$ cat src/rtl/fetch_prefetch_queue_if.sv
// fetch_prefetch_queue_if: memory read port, issue handshake and redirect bundle of the prefetch queue
interface fetch_prefetch_queue_if #(parameter int DEPTH = 4);
  logic [31:0] mem_raddr;
  logic mem_ren;
  logic [31:0] mem_rdata;
  logic deq_valid;
  logic [31:0] deq_instr;
  logic [31:0] deq_pc;
  logic deq_ready;
  logic redirect;
  logic [31:0] redirect_pc;
  logic [$clog2(DEPTH):0] count;
  modport master (
    output mem_raddr, mem_ren, deq_valid, deq_instr, deq_pc, count,
    input mem_rdata, deq_ready, redirect, redirect_pc
  );
  modport slave (
    input mem_raddr, mem_ren, deq_valid, deq_instr, deq_pc, count,
    output mem_rdata, deq_ready, redirect, redirect_pc
  );
endinterface

$ cat src/rtl/fetch_prefetch_queue.sv
// fetch_prefetch_queue: sequential instruction prefetch FIFO with issue handshake and redirect flush
module fetch_prefetch_queue #(
  parameter int DEPTH = 4,
  parameter logic [31:0] RESET_PC = 32'h0
) (
  input logic clk,
  input logic rst,
  fetch_prefetch_queue_if.master bus
);
  localparam int AW = $clog2(DEPTH);
  localparam logic [AW:0] FULL = (AW + 1)'(DEPTH);
  localparam logic [AW:0] ONE = (AW + 1)'(1);
  logic [31:0] fetch_pc;
  logic [31:0] instr_mem [DEPTH];
  logic [31:0] pc_mem [DEPTH];
  logic [AW-1:0] rd_ptr, wr_ptr;
  logic [AW:0] count;
  logic push, pop;
  assign push = bus.mem_ren;
  assign pop = bus.deq_valid && bus.deq_ready && !bus.redirect;
  assign bus.mem_raddr = fetch_pc;
  assign bus.mem_ren = (count != FULL) && !bus.redirect;
  assign bus.deq_valid = count != '0;
  assign bus.deq_instr = bus.deq_valid ? instr_mem[rd_ptr] : 32'h0;
  assign bus.deq_pc = bus.deq_valid ? pc_mem[rd_ptr] : 32'h0;
  assign bus.count = count;
  always_ff @(posedge clk)
    if (push) begin
      instr_mem[wr_ptr] <= bus.mem_rdata;
      pc_mem[wr_ptr] <= fetch_pc;
    end
  // redirect wins over push and pop: the head shown this cycle is dropped
  always_ff @(posedge clk or negedge rst)
    if (!rst) begin
      fetch_pc <= RESET_PC;
      rd_ptr <= '0;
      wr_ptr <= '0;
      count <= '0;
    end else if (bus.redirect) begin
      fetch_pc <= bus.redirect_pc;
      rd_ptr <= '0;
      wr_ptr <= '0;
      count <= '0;
    end else begin
      if (push) begin
        wr_ptr <= wr_ptr + AW'(1);
        fetch_pc <= fetch_pc + 32'd1;
      end
      if (pop) rd_ptr <= rd_ptr + AW'(1);
      count <= (push && !pop) ? count + ONE : (pop && !push) ? count - ONE : count;
    end
endmodule

$ cat src/flat_wrapper.sv
// flat-port wrapper written by rule: the top's interface ports become plain ports
module fetch_prefetch_queue_flat 
#(
  parameter int DEPTH = 4,
  parameter logic [31:0] RESET_PC = 32'h0
)
  (clk, rst, bus_mem_raddr, bus_mem_ren, bus_deq_valid, bus_deq_instr, bus_deq_pc, bus_count, bus_mem_rdata, bus_deq_ready, bus_redirect, bus_redirect_pc);
  fetch_prefetch_queue_if #(.DEPTH(DEPTH)) bus_i ();
  input logic clk;
  input logic rst;
  output wire logic [$bits(bus_i.mem_raddr)-1:0] bus_mem_raddr;
  output wire logic [$bits(bus_i.mem_ren)-1:0] bus_mem_ren;
  output wire logic [$bits(bus_i.deq_valid)-1:0] bus_deq_valid;
  output wire logic [$bits(bus_i.deq_instr)-1:0] bus_deq_instr;
  output wire logic [$bits(bus_i.deq_pc)-1:0] bus_deq_pc;
  output wire logic [$bits(bus_i.count)-1:0] bus_count;
  input wire logic [$bits(bus_i.mem_rdata)-1:0] bus_mem_rdata;
  input wire logic [$bits(bus_i.deq_ready)-1:0] bus_deq_ready;
  input wire logic [$bits(bus_i.redirect)-1:0] bus_redirect;
  input wire logic [$bits(bus_i.redirect_pc)-1:0] bus_redirect_pc;
  assign bus_mem_raddr = bus_i.mem_raddr;
  assign bus_mem_ren = bus_i.mem_ren;
  assign bus_deq_valid = bus_i.deq_valid;
  assign bus_deq_instr = bus_i.deq_instr;
  assign bus_deq_pc = bus_i.deq_pc;
  assign bus_count = bus_i.count;
  assign bus_i.mem_rdata = bus_mem_rdata;
  assign bus_i.deq_ready = bus_deq_ready;
  assign bus_i.redirect = bus_redirect;
  assign bus_i.redirect_pc = bus_redirect_pc;
  fetch_prefetch_queue #(.DEPTH(DEPTH), .RESET_PC(RESET_PC)) u_core (.clk(clk), .rst(rst), .bus(bus_i));
endmodule
$ cat config.mk
export PLATFORM = sky130hd
export DESIGN_NAME = fetch_prefetch_queue_flat
export DESIGN_NICKNAME = d
export VERILOG_FILES = /design/src/rtl/fetch_prefetch_queue_if.sv /design/src/rtl/fetch_prefetch_queue.sv /design/src/flat_wrapper.sv
export SDC_FILE = /design/constraint.sdc
export NUM_CORES = 1
export LEC_CHECK = 0
export CORE_ASPECT_RATIO = 1.5
export CORE_MARGIN = 3
export CORE_UTILIZATION = 54
export DETAILED_ROUTE_END_ITERATION = 16
export GPL_ROUTABILITY_DRIVEN = 0
export PLACE_DENSITY = 0.84
export SLEW_MARGIN = 20
export SYNTH_ARGS = -nofsm -noshare
export SYNTH_HDL_FRONTEND = slang
export SYNTH_SLANG_ARGS = --single-unit
$ cat constraint.sdc
create_clock -name clk -period 3.2 [get_ports clk]
set_input_delay 0.8 -clock clk [delete_from_list [all_inputs] [get_ports clk]]
set_output_delay 0.8 -clock clk [all_outputs]
set_load 0.005 [all_outputs]
==> results.sh <==
export IMPL_diodes=0
export IMPL_switching_share_pct=26.70
export IMPL_numCtsBuffers=26
export IMPL_crit_chain="buf_6, buf_16, buf_12, mux4_2, and2_4, dlygate4sd2_1"
export IMPL_syn_area_sq_um=11880
export IMPL_synth_fa_ha_area_share_pct=0.6950
export IMPL_final_nets=941
export IMPL_critPathBufInv=4
export IMPL_cap_violations=0
export IMPL_synth_top_family_by_area="multiplexers"
export IMPL_drv_slew=0
export IMPL_synth_mux_area_share_pct=12.41
export IMPL_start_kind="flip-flop"
export IMPL_critPathCapture="bus_deq_pc[27]"
export IMPL_reg2reg_to="u_core.bus.count[2]"
export IMPL_maxSlewHeadroom_pct=35.26
export IMPL_area_growth_pct=28.19
export IMPL_synth_nets=735
export IMPL_synth_cell_types=35
export IMPL_ioPinCount=169
export IMPL_p_sw_mw=3.105
export IMPL_worstPathArrival_ps=2350
export IMPL_rsz0062_at_grt="yes"
export IMPL_die_y_microns=187.7
export IMPL_grt_max_degree=70
export IMPL_p_per_area_nw_per_um2=763.6
export IMPL_crit_start="u_core.rd_ptr[0]"
export IMPL_drt_iter0_markers=459
export IMPL_cp_top_family="buffers and inverters"
export IMPL_crit_fanout=8
export IMPL_synth_compound_area_share_pct=1.559
export IMPL_worstSetupPathType="flip-flop to output pin"
export IMPL_ctsHtreeMaxLevel=1
export IMPL_r2r_start="u_core.bus.count[1]"
export IMPL_clk_latency_ps=530
export IMPL_cts_tree="built"
export IMPL_place_ws_ps=419.7
export IMPL_cp_depth=6
export IMPL_antenna_found_initial=0
export IMPL_timing_fmax_ghz=0.3176
export IMPL_firstDrtPassIters=5
export IMPL_synthXorXnorAreaFrac_pct=2.506
export IMPL_holdBufCountCts=0
export IMPL_grt_pass1_wl_microns=40850
export IMPL_outcome="completed"
export IMPL_pwr_share_clk_pct=27.0
export IMPL_cp_end_kind="output pin"
export IMPL_dp_hpwl_microns=16240
export IMPL_num_rows=65
export IMPL_setup_tns_ps=0
export IMPL_sequentialPowerShare_pct=44.1
export IMPL_reg2regPathDepth=10
export IMPL_core_area_sq_um=21310
export IMPL_period_needed_ps=3149
export IMPL_floorplan_initialDensity_pct=55.76
export IMPL_finalCritPeriodShare_pct=98.40
export IMPL_r2r_setup_slack_ps=810
export IMPL_grt_pass1_vias=7208
export IMPL_wl_microns=26490
export IMPL_comb_power_share_pct=28.9
export IMPL_p_int_mw=8.526
export IMPL_nFillCells=1284
export IMPL_power_leakage_nw=5.456
export IMPL_syn_inst=661
export IMPL_min_delay_path_class="primary input to async pin"
export IMPL_clockRootBuffer="clkbuf_16"
export IMPL_port_buffers=168
export IMPL_synth_avg_cell_area_sq_um=17.97
export IMPL_antenna_left=0
export IMPL_drive_gt1_share_pct=19.62
export IMPL_clk_pin_slew_worst_paths_ps=60
export IMPL_drc_errors=0
export IMPL_dieArea_sq_um=23860
export IMPL_grt_overflow=0
export IMPL_die_x_microns=127.1
export IMPL_drt_vias_per_instance=5.811
export IMPL_timing_final_hold_violations=0
export IMPL_synth_simple_gate_area_share_pct=8.498
export IMPL_skew_ps=15.10
export IMPL_layout_setup_ws_ps=51.28
export IMPL_setup_violations=0
export IMPL_critPathSlowestCell="dfrtp_4"
export IMPL_ys_seq_area_share_pct=72.91
export IMPL_grt_total_usage_pct=22.32
export IMPL_vias=6712
export IMPL_cp_slowest_stage_delay_ps=530
export IMPL_ir_drop_v=0.0004517
export IMPL_worstPathRequired_ps=2400
export IMPL_worst_pin_slew_ps=971.1
export IMPL_clk_path_buf_depth=3
export IMPL_ys_warn_count=0
export IMPL_routedWlPerCell_microns=22.93
export IMPL_cts_sinks=295
export IMPL_synth_seq_cells=295
## sequential cells by signal, indices dropped and copies added, names as in the netlist
signal and flops:
u_core.rd_ptr 2, u_core.bus.mem_raddr 32, u_core.pc_mem 128, u_core.wr_ptr 2, u_core.bus.count 3, u_core.instr_mem 128
## worst min-delay path by stage
stage | to | cells past startpoint | slack (ps)
6_report | u_core.bus.mem_raddr[20] | 1 | 430
5_1_grt | u_core.bus.mem_raddr[26] | 1 | 470
4_1_cts | u_core.bus.mem_raddr[22] | 1 | 420
3_5_place_dp | u_core.pc_mem[1][17] | 0 | 580
3_3_place_gp | u_core.wr_ptr[1] | 2 | 550
2_1_floorplan | u_core.bus.count[0] | 0 | 500
## synth_stat cells (all sizes together)
cell type    n  area (sq um)
a21oi        4         20.02
and3         6         37.54
dfrtp       39         975.9
mux4        64          1441
xor2        25         219.0
nand4       18         118.9
ha           5         62.56
edfxtp     256          7687
fa           1         20.02
or3          1         6.260
nand3        9         45.04
a211oi       2         15.01
mux2         2         22.52
mux2i        1         10.01
xnor2        9         78.83
nor4b        2         32.53
nand2       50         187.7
and2        70         437.9
nor3         5         30.03
nor2        15         56.30
buf         14         67.57
nand4b       2         17.52
clkbuf      20         75.07
inv          7         26.28
o21ai       30         150.2
and4         2         18.77
nor3b        1         12.51
or3b         1         8.760
## timing repair
item                       4_1_cts  5_1_grt
resized for setup               65       13
buffers inserted                 7       12
setup endpoints to repair       63       10
pin swaps                        0        0
cloned                           6        0
## worst reg2reg max path: cells and delay by family, from the launching register on
family	cells	cell delay [ps]
AO/OA/AOI/OAI	2	150
adder cells (fa/ha/maj)	1	410
buffers and inverters	1	260
flip-flops	1	490
AND/OR/NAND/NOR	6	940
## cell type report
cell class / count / area (sq um) / share of cell area [%]
clock buffers: 32 / 724.4 / 4.756
clock inverters: 16 / 148.9 / 0.9776
inverters: 7 / 26.28 / 0.1725
multi-input cells: 325 / 3074 / 20.18
flip-flops and latches: 295 / 8672 / 56.94
well taps: 268 / 335.3 / 2.202
repair buffers: 212 / 2250 / 14.77
## layout by cell type, fill, tap and decap left out, types with 3 or more instances in the layout
master / n
edfxtp_1: 256
clkdlybuf4s50_1: 103
mux4_2: 64
and2_1: 64
dlygate4sd2_1: 54
nand2_1: 49
dfrtp_1: 36
clkbuf_16: 27
xor2_1: 25
buf_4: 23
o21ai_0: 22
nand4_1: 17
nor2_1: 14
xnor2_1: 9
nand3_1: 9
dlymetal6s2s_1: 9
o21ai_1: 8
buf_12: 8
inv_1: 7
clkinv_2: 7
and2_4: 6
and3_1: 6
buf_16: 6
ha_1: 5
a21oi_1: 4
nor3_1: 4
clkinv_4: 4
buf_6: 4
clkbuf_8: 3
## stage by stage
step	power (mW)	instance area (sq um)	hold WS, ps	util, %	instances
2_1_floorplan	6.719	11880	504.4	-	661
3_3_place_gp	8.349	13980	550.2	65.63	1082
3_5_place_dp	8.468	13980	584.0	65.63	1082
4_1_cts	11.67	15100	424.5	70.85	1143
5_1_grt	12.13	15230	467.2	71.48	1155
6_report	11.63	15230	428.3	71.48	1155
## power groups by stage
stage	clock network [mW]	registers [mW]	logic (mW)
after floorplan	0	5.11	1.61
after global placement	0	5.15	3.20
after detailed placement	0	5.21	3.26
after CTS	3.17	5.13	3.36
after global routing	3.33	5.18	3.62
final	3.14	5.13	3.37
## layer usage
| metal | wire length, microns | global-route usage (%) | vias up |
|---|---|---|---|
| li1 | - | - | 2959 |
| met1 | 9719 | 26.90 | 3448 |
| met2 | 14580 | 40.29 | 248 |
| met3 | 1396 | 3.591 | 57 |
| met4 | 790 | 8.175 | 0 |
| met5 | 0 | 0 | - |
## cell families after synthesis
logic type | count (synthesis)
mux | 67
buf+inv | 41
xor+xnor | 34
flops | 295
fa+ha+maj | 6
compound gates | 36
simple gates | 182
No activity file was read; power rests on OpenSTA's default activity.
